[config.mk]
export PLATFORM = sky130hd
export DESIGN_NAME = muldiv_unit
export DESIGN_NICKNAME = d
export VERILOG_FILES = /design/src/rtl/muldiv_unit.sv
export SDC_FILE = /design/constraint.sdc
export NUM_CORES = 2
export LEC_CHECK = 0
export ABC_AREA = 0
export BUFFER_PORTS_ARGS = -buffer_cell sky130_fd_sc_hd__buf_2
export CAP_MARGIN = 20
export CELL_PAD_IN_SITES_DETAIL_PLACEMENT = 0
export CELL_PAD_IN_SITES_GLOBAL_PLACEMENT = 2
export CORE_MARGIN = 3
export CORE_UTILIZATION = 44
export CTS_CLUSTER_DIAMETER = 150
export CTS_CLUSTER_SIZE = 10
export DETAILED_ROUTE_END_ITERATION = 6
export HOLD_SLACK_MARGIN = 0.1
export PLACE_DENSITY_LB_ADDON = 0.1
export SLEW_MARGIN = 20
export SYNTH_ARGS = -nofsm -noshare
export SYNTH_HDL_FRONTEND = slang
export SYNTH_SLANG_ARGS = --single-unit
[constraint.sdc]
create_clock -name i_clk -period 22.5 [get_ports i_clk]
set_input_delay 2.25 -clock i_clk [delete_from_list [all_inputs] [get_ports i_clk]]
set_output_delay 2.25 -clock i_clk [all_outputs]
set_load 0.01 [all_outputs]
[src/rtl/muldiv_unit.sv]
// muldiv_unit: multi-cycle multiply/divide unit that owns the architectural HI/LO registers.
// Latency: MTHI/MTLO/no-op done in cycle 1; MULT/MULTU done in cycle MUL_LATENCY; DIV/DIVU done in cycle WIDTH+1.
// Backpressure: i_req_valid is accepted only when idle (o_req_ready=1); the requester holds the request while busy.
//
// Ports:
//   i_clk, i_reset          clock and synchronous active-high reset
//   i_req_valid/o_req_ready request handshake; o_busy is ~o_req_ready
//   i_op                    0 MULT,1 MULTU,2 DIV,3 DIVU,4 MTHI,5 MTLO,6 MADD,7 MSUB
//   i_a, i_b                rs / rt operands (MTHI/MTLO use i_a)
//   i_flush                 abort any in-flight op and drop a same-cycle request
//   o_done                  1-cycle pulse once HI/LO hold the new result
//   o_hi, o_lo              architectural HI/LO
// Build option: define MULDIV_MADD_EN to enable MADD/MSUB (ops 6/7); otherwise they are no-ops.

module muldiv_unit #(
  parameter int WIDTH       = 32,
  parameter int MUL_LATENCY = 2
) (
  input  logic             i_clk,
  input  logic             i_reset,
  input  logic             i_req_valid,
  output logic             o_req_ready,
  input  logic [2:0]       i_op,
  input  logic [WIDTH-1:0] i_a,
  input  logic [WIDTH-1:0] i_b,
  input  logic             i_flush,
  output logic             o_busy,
  output logic             o_done,
  output logic [WIDTH-1:0] o_hi,
  output logic [WIDTH-1:0] o_lo
);

  localparam int CW = $clog2(WIDTH + MUL_LATENCY + 1);

  typedef enum logic [1:0] {S_IDLE, S_MUL, S_DIV, S_FIX} state_t;

  state_t           r_state;
  logic [CW-1:0]    r_cnt;
  logic [2:0]       r_op;
  logic [WIDTH-1:0] r_a;
  logic [WIDTH-1:0] r_b;
  logic [WIDTH:0]   r_rem;      // one spare bit so the trial subtraction's sign is visible
  logic [WIDTH-1:0] r_quo;      // dividend shifts out the top while quotient bits shift in
  logic [WIDTH-1:0] r_div_d;
  logic             r_neg_q;
  logic             r_neg_r;
  logic             r_div0;
  logic             r_done;
  logic             r_done_pend;
  logic [WIDTH-1:0] r_hi;
  logic [WIDTH-1:0] r_lo;

  logic             w_accept;
  logic             w_a_neg;
  logic             w_b_neg;
  logic [WIDTH-1:0] w_a_mag;
  logic [WIDTH-1:0] w_b_mag;
  logic             w_mul_sgn;
  logic [2*WIDTH-1:0] w_ext_a;
  logic [2*WIDTH-1:0] w_ext_b;
  logic [2*WIDTH-1:0] w_prod;
  logic [2*WIDTH-1:0] w_mul_res;
  logic [WIDTH:0]   w_rem_sh;
  logic [WIDTH:0]   w_diff;
  logic             w_fit;
  logic [WIDTH-1:0] w_q_fix;
  logic [WIDTH-1:0] w_r_fix;

  assign w_accept = i_req_valid & (r_state == S_IDLE) & ~i_flush;

  // Signed divide works on magnitudes; signs are reapplied in FIX.
  assign w_a_neg = (i_op == 3'd2) & i_a[WIDTH-1];
  assign w_b_neg = (i_op == 3'd2) & i_b[WIDTH-1];
  assign w_a_mag = w_a_neg ? -i_a : i_a;
  assign w_b_mag = w_b_neg ? -i_b : i_b;

  // Only MULTU is unsigned; the low 2*WIDTH bits of the extended product are exact.
  assign w_mul_sgn = (r_op != 3'd1);
  assign w_ext_a   = {{WIDTH{w_mul_sgn & r_a[WIDTH-1]}}, r_a};
  assign w_ext_b   = {{WIDTH{w_mul_sgn & r_b[WIDTH-1]}}, r_b};
  assign w_prod    = w_ext_a * w_ext_b;

`ifdef MULDIV_MADD_EN
  always_comb begin
    w_mul_res = w_prod;
    if (r_op == 3'd6)      w_mul_res = {r_hi, r_lo} + w_prod;
    else if (r_op == 3'd7) w_mul_res = {r_hi, r_lo} - w_prod;
  end
`else
  assign w_mul_res = w_prod;
`endif

  // One restoring step: shift in the next dividend bit, keep the difference if it fits.
  assign w_rem_sh = {r_rem[WIDTH-1:0], r_quo[WIDTH-1]};
  assign w_diff   = w_rem_sh - {1'b0, r_div_d};
  assign w_fit    = ~w_diff[WIDTH];
  assign w_q_fix  = r_neg_q ? -r_quo : r_quo;
  assign w_r_fix  = r_neg_r ? -r_rem[WIDTH-1:0] : r_rem[WIDTH-1:0];

  always_ff @(posedge i_clk) begin
    if (i_reset) begin
      r_state     <= S_IDLE;
      r_cnt       <= '0;
      r_op        <= '0;
      r_a         <= '0;
      r_b         <= '0;
      r_rem       <= '0;
      r_quo       <= '0;
      r_div_d     <= '0;
      r_neg_q     <= 1'b0;
      r_neg_r     <= 1'b0;
      r_div0      <= 1'b0;
      r_done      <= 1'b0;
      r_done_pend <= 1'b0;
      r_hi        <= '0;
      r_lo        <= '0;
    end else begin
      // HI/LO moves write at the accept edge and report done one cycle later.
      r_done      <= r_done_pend;
      r_done_pend <= 1'b0;
      case (r_state)
        S_IDLE: begin
          if (w_accept) begin
            r_op <= i_op;
            r_a  <= i_a;
            r_b  <= i_b;
            case (i_op)
              3'd0, 3'd1: begin
                r_state <= S_MUL;
                r_cnt   <= CW'(MUL_LATENCY - 1);
              end
              3'd2, 3'd3: begin
                r_state <= S_DIV;
                r_cnt   <= CW'(WIDTH - 1);
                r_rem   <= '0;
                r_quo   <= w_a_mag;
                r_div_d <= w_b_mag;
                r_neg_q <= w_a_neg ^ w_b_neg;
                r_neg_r <= w_a_neg;
                r_div0  <= (i_b == '0);
              end
              3'd4: begin
                r_hi        <= i_a;
                r_done_pend <= 1'b1;
              end
              3'd5: begin
                r_lo        <= i_a;
                r_done_pend <= 1'b1;
              end
`ifdef MULDIV_MADD_EN
              default: begin
                r_state <= S_MUL;
                r_cnt   <= CW'(MUL_LATENCY - 1);
              end
`else
              default: r_done_pend <= 1'b1;
`endif
            endcase
          end
        end
        S_MUL: begin
          if (i_flush) begin
            r_state <= S_IDLE;
          end else if (r_cnt == '0) begin
            {r_hi, r_lo} <= w_mul_res;
            r_done       <= 1'b1;
            r_state      <= S_IDLE;
          end else begin
            r_cnt <= r_cnt - 1'b1;
          end
        end
        S_DIV: begin
          if (i_flush) begin
            r_state <= S_IDLE;
          end else begin
            r_rem <= w_fit ? w_diff : w_rem_sh;
            r_quo <= {r_quo[WIDTH-2:0], w_fit};
            if (r_cnt == '0) r_state <= S_FIX;
            else             r_cnt   <= r_cnt - 1'b1;
          end
        end
        S_FIX: begin
          if (i_flush) begin
            r_state <= S_IDLE;
          end else begin
            // Divide by zero returns all-ones quotient and the raw dividend as remainder.
            if (r_div0) begin
              r_lo <= '1;
              r_hi <= r_a;
            end else begin
              r_lo <= w_q_fix;
              r_hi <= w_r_fix;
            end
            r_done  <= 1'b1;
            r_state <= S_IDLE;
          end
        end
        default: r_state <= S_IDLE;
      endcase
    end
  end

  assign o_req_ready = (r_state == S_IDLE);
  assign o_busy      = (r_state != S_IDLE);
  assign o_done      = r_done;
  assign o_hi        = r_hi;
  assign o_lo        = r_lo;

endmodule
# ---- Word level (Yosys, flattened, before mapping)
# Cells that the tools add are included.
# W data, S select, Z words.
dict set report word_totals {
  output_inout_bits 67
  elab_cells 119
  inputBits 71
  regBits 240
}
dict set report op_classes {
  eq_ne 22
  n_reduce_logical 20
  addsub 6
  mux 44
  mul 1
  n_bitwise 11
}
# cell count
set ops {}
lappend ops {{$mux W32} 23}
lappend ops {{$pmux W32 S3} 2}
lappend ops {{$neg A32 Y32} 4}
lappend ops {{$pmux W32 S2} 2}
lappend ops {{$mul A33 B33 Y64} 1}
lappend ops {{$sub A33 B32 Y33} 1}
lappend ops {{$logic_not A32 Y1} 1}
lappend ops {{$pmux W6 S2} 2}
lappend ops {{$mux W6} 3}
lappend ops {{$ne A2 B2 Y1 const B} 6}
lappend ops {{$reduce_and A6 Y1} 2}
lappend ops {{$mux W2} 5}
lappend ops {{$ne A2 B1 Y1 const B} 4}
lappend ops {{$pmux W2 S4} 1}
lappend ops {{$reduce_and A4 Y1} 2}
lappend ops {{$and A1 B1 Y1} 6}
lappend ops {{$eq A3 B2 Y1 const B} 2}
lappend ops {{$eq A3 B3 Y1 const B} 2}
lappend ops {{$logic_not A6 Y1} 1}
lappend ops {{$ne A3 B1 Y1 const B} 2}
lappend ops {{$ne A3 B3 Y1 const B} 2}
lappend ops {{$reduce_bool A2 Y1} 3}
lappend ops {{$reduce_or A2 Y1} 3}
lappend ops {{$sub A6 B1 Y6 const B} 1}
lappend ops {{16 further kinds} 23}

# ---- Logic depth before layout (Yosys ltp)
dict set report depth {
  depth_word 6
  mapped_depth 32
  depth_no_buf 30
}

# ---- Worst setup path after synthesis
# Ideal clock, no wire load.
dict set report synth_path {
  path_type {flip-flop to flip-flop}
  from {reg r_a[31]}
  to {reg r_hi[28], in the netlist o_hi[28]}
  required_ns 22.399
  period_less_slack_ns 8.379
  setup_ns 0.101
  t_arrival_ns 8.278
  path_slack_ns 14.121
  n_path_buf 3
  stages_incl_launch_ff 30
  path_cell_list {dfxtp_1 clkbuf_1 and2_1 clkbuf_1 nand2_1 inv_1 fa_1 inv_1 fa_1 inv_1 fa_1 fa_1 inv_1 fa_1 inv_1 fa_1 inv_1 fa_1 fa_1 inv_1 ha_1 clkbuf_1 a2111oi_0 nor3_1 a2111oi_0 nor2_1 a311oi_1 a21boi_0 xnor2_1 o41ai_1}
}
dict set report synth_via {
  elab_chain_len 5
}
# element line
set synth_rtl {}
lappend synth_rtl {{start, declared} 40} ;# logic [WIDTH-1:0] r_a;
lappend synth_rtl {{start signal, assigned} 125} ;# r_a <= i_a;
lappend synth_rtl {{$and A1 B1 Y1} 79} ;# assign w_ext_a = {{WIDTH{w_mul_sgn & r_a[WIDTH-1]}}, r_a};
lappend synth_rtl {{$mul A33 B33 Y64 *} 81} ;# assign w_prod = w_ext_a * w_ext_b;
lappend synth_rtl {{$mux W32 *} 164} ;# end else if (r_cnt == '0) begin
lappend synth_rtl {{$mux W32 *} 162} ;# if (i_flush) begin
lappend synth_rtl {{$pmux W32 S3 *} 121} ;# case (r_state)
lappend synth_rtl {{end signal, assigned} 143} ;# r_hi <= i_a;
lappend synth_rtl {{end signal, assigned} 165} ;# {r_hi, r_lo} <= w_mul_res;
lappend synth_rtl {{end signal, assigned} 189} ;# r_hi <= r_a;
lappend synth_rtl {{end, declared} 50} ;# logic [WIDTH-1:0] r_hi;
# Mark *: on every way between the ends. The rest lies on a longest branch, timed or not. The select of a mux whose other input is x is not followed.
# A chain may end at the register's enable or synchronous reset.

# ---- Final worst setup path
dict set report layout_path {
  from {reg r_op[1]}
  to {reg r_hi[28], in the netlist o_hi[28]}
}
dict set report layout_via {
  elab_chain_len 6
  word_cells_on_any_way 7
  classes_between {1 x mul; 1 x eq/ne; 3 x mux; 2 x bitwise}
}
# element line
set layout_rtl {}
lappend layout_rtl {{start, declared} 39} ;# logic [2:0] r_op;
lappend layout_rtl {{start signal, assigned} 124} ;# r_op <= i_op;
lappend layout_rtl {{$ne A3 B1 Y1 *} 78} ;# assign w_mul_sgn = (r_op != 3'd1);
lappend layout_rtl {{$and A1 B1 Y1, on equally long branches} {79, 80}}
lappend layout_rtl {{$mul A33 B33 Y64 *} 81}
lappend layout_rtl {{$mux W32 *} 164}
lappend layout_rtl {{$mux W32 *} 162}
lappend layout_rtl {{$pmux W32 S3 *} 121}
# Marks and branches as above.

==> out/summary.log <==
[run] number of maximum-capacitance violations 0
[timing] Peak Freq 0.104 GHz
[worst_setup_path] critical path capture point type flop
[yosys] count leader, synth sky130_fd_sc_hd__inv_1
[yosys] number of standard cells after synthesis 6175
[cells_and_area] area delta synth->final 4.81%
[worst_setup_path] maximum single-stage delay on the critical path 840 ps
[worst_setup_path] register-to-register setup slack 12860 ps
[routing] total via count in the routed design 41.0k
[timing] pins over their slew limit 0
[clock_network] number of instances resized during post-cts repair 0
[yosys] library cell occupying the most area in the post-synthesis netlist sky130_fd_sc_hd__fa_1
[yosys] Synth Net Count 7626
[worst_hold_path] Hold Startpoint r_done_pend
[clock_network] clock network latency to the later pin of the worst-skew pair 570 ps
[worst_hold_path] terminating pin of the worst hold path o_done
[worst_setup_path] most common cell type on the critical path sky130_fd_sc_hd__fa_1
[worst_setup_path] type of the setup path with the least slack flop to flop
[routing] final routed DRC violation total 0
[routing] Final Routed Wirelength 167 mm
[worst_setup_path] count of cells along the worst register-to-register path 29
[timing] Hold Worst Slack 454 ps
[die] number of I/O pins 138
[clock_network] clock buffers created by TritonCTS 27
[yosys] count of distinct cell types in the synthesized netlist 75
[yosys] dominant register cell in the synthesized netlist sky130_fd_sc_hd__dfxtp_1
[clock_network] Clk Tree Root Cell sky130_fd_sc_hd__clkbuf_16
[worst_setup_path] slowest cell on the critical path sky130_fd_sc_hd__fa_1
[worst_setup_path] element type at the critical path start flop
[routing] average vias per placed instance 5.42
[yosys] sequential-to-total area share from yosys stat 9.16%
[worst_setup_path] critical path fanouts, max 20
[die] vertical extent of the die 351 um
[clock_network] CTS tree built
[timing] number of failing setup endpoints in the final timing report 0
[clock_network] Num Clock Sinks 240
[worst_hold_path] instance count along the most critical hold path 2
[routing] Final ANT Viol Nets 0
[timing] setup tns final 0 ps
[die] initial cell density of the core 44.4%
[worst_setup_path] end of the worst register-to-register path o_hi[28]
[global_routing] number of antenna violations at the first check in global routing 6
[power_and_ir_drop] Leakage 24.2 nW
[die] number of placement rows 126
[timing] unrepaired setup endpoints after global routing false
[worst_setup_path] worst setup path startpoint r_op[1]
[die] die outline width 351 um
[placed_design] placer congestion estimate 0.912
[clock_network] number of H-tree branching levels 1
[clock_network] total of hold buffers inserted after clock tree synthesis 0
[yosys] top post-synthesis cells by area sky130_fd_sc_hd__fa_1, sky130_fd_sc_hd__dfxtp_1, sky130_fd_sc_hd__inv_1, sky130_fd_sc_hd__nand2_1, sky130_fd_sc_hd__ha_1
[global_routing] Congestion Overflow GR 0
[run_status] run status finished clean
[worst_setup_path] critical path required time 22960 ps
[worst_hold_path] type of the most critical hold path flop to flop
[worst_setup_path] data arrival time of the critical path 10100 ps
[die] DIE AREA 123000 sq um
[global_routing] maximum number of pins on one net before global-route repair 88
[worst_setup_path] reg2reg start r_op[1]
[placed_design] DPL Wire Length 132 mm
[yosys] total of warnings raised by yosys 0
[yosys] cell area after synthesis 52400 sq um
[power_and_ir_drop] worst ir drop on vdd 0.0715 mV
[die] Placeable Area 118000 sq um
[cells_and_area] count of nets after finishing 7477
[power_and_ir_drop] total power per unit cell area 50.2 nW/um^2
[yosys] fraction of synthesis flops using an asynchronous set or reset pin 0%
[clock_network] Post CTS Setup Buffer Count 0
[yosys] area share of the largest cell type after synthesis 43.0%
[timing] final period demand of the worst path 9640 ps
[placed_design] Port Buf Inserts 137
[routing] WL per Instance 22.1 um
[clock_network] CTS clk-pin slew, worst paths 60 ps
[yosys] synthesized area per cell 8.49 sq um
[yosys] number of register bits inferred by synthesis 240
[timing] Max Clock Skew 14.2 ps
[global_routing] combined global-route utilization of all metal layers 27.7%
[yosys] count of flip-flops with a built-in enable after synthesis 0
[global_routing] number of global-route vias before repair 42.4k
[cells_and_area] Filler Cells Inserted 12.0k
[timing] Slew headroom 25.9%
[timing] measured slew at the worst slew-check pin 1110 ps
[timing] share of the cycle needed by the critical path after routing 42.9%
[routing] iteration count of the initial detailed-routing pass 5
[global_routing] first-pass GRT wire length 262 mm
[cells_and_area] total area of multi-input combinational cells 41600 sq um
[clock_network] CTS max path bufs 3
[cells_and_area] fraction of layout cells with a size suffix above 1 5.11%
[routing] Initial DRC Count 2553
[cells_and_area] register area 4810 sq um
[yosys] leading cell types by count after synthesis sky130_fd_sc_hd__inv_1, sky130_fd_sc_hd__nand2_1, sky130_fd_sc_hd__fa_1, sky130_fd_sc_hd__clkbuf_1, sky130_fd_sc_hd__and2_1
[timing] Final Hold Vio Count 0
==> critical path: cells and delay by family (launching register included) <==
| kind | cells | cell delay [ps] |
|---|---|---|
| adders and majority gates | 9 | 4600 |
| AOI/OAI and AO/OA | 5 | 1730 |
| and+or+nand+nor | 6 | 1390 |
| buffers and inverters | 8 | 1300 |
| DFF | 1 | 330 |
| xor gates and xnor gates | 1 | 170 |
==> cells by family (layout without fill, tap and decap cells) <==
group / count (synthesis) / after routing / share of synthesized area, %
mux: 35 / 35 / 0.670
simple gates: 1892 / 1892 / 16.1
other cells: 0 / 1 / 0
xor+xnor: 211 / 211 / 3.52
buf+inv: 1613 / 1463 / 11.6
compound gates: 804 / 804 / 9.93
flops: 240 / 240 / 9.16
fa+ha+maj: 1380 / 1380 / 49.0
==> sequential cells by signal, indices dropped and copies added (netlist names), 2 cells and up <==
register / cells
r_state: 2
o_lo: 32
r_b: 32
r_cnt: 6
r_op: 3
r_a: 32
r_quo: 32
r_rem: 32
r_div_d: 32
o_hi: 32
==> power breakdown <==
group / total (W) / internal [W] / switching, W
clock network: 0.000396 / 0.000210 / 0.000186
logic: 0.00171 / 0.000596 / 0.00112
registers: 0.000652 / 0.000525 / 0.000127
total: 0.00276 / 0.00133 / 0.00143
==> cell type report <==
type / count / share of cell area (%)
multi-input combinational: 4322 / 75.8
sequential: 240 / 8.74
inverter: 1205 / 8.23
tap: 1536 / 3.50
timing repair buffer: 230 / 2.53
clock buffer: 27 / 1.23
clock inverter: 1 / 0.0159
antenna: 1 / 0.00455
==> stage by stage <==
step	setup slack, ps	util, %	cell area, sq um	cells	power [W]
detailed placement	12830	45.9	54300	7533	0.00237
global placement	13010	45.9	54300	7533	0.00236
global route	12080	46.5	55000	7561	0.00297
floorplan	14120	-	52400	6175	0.00174
CTS	12780	46.5	55000	7561	0.00278
finish	12860	46.5	55000	7562	0.00276
==> worst max-delay path by stage <==
stage                     cells after the start  slack (ps)       end
final                                        29       12860  o_hi[28]
after global routing                         29       12080  o_hi[28]
after CTS                                    29       12780  o_hi[28]
after detailed placement                     29       12830  o_hi[28]
after global placement                       29       13010  o_hi[28]
after floorplan                              29       14120  o_hi[28]
==> placed cells by master (no fill, tap or decap), drive strengths merged, types with 34 or more instances in the layout <==
master,n
a21oi,234
nor2,216
xnor2,132
a211oi,66
dfxtp,240
and2,297
xor2,79
nand2,1130
a21o,42
nor3,47
fa,1126
inv,1206
o21ai,193
o31ai,34
mux2i,34
buf,230
ha,254
==> per-layer routing <==
layer | track usage (%) | routed length [um]
met5 | 0 | 44
met4 | 4.63 | 3340
met3 | 3.89 | 9860
met2 | 47.4 | 81200
met1 | 37.9 | 72600
(Power assumes the default switching activity.)
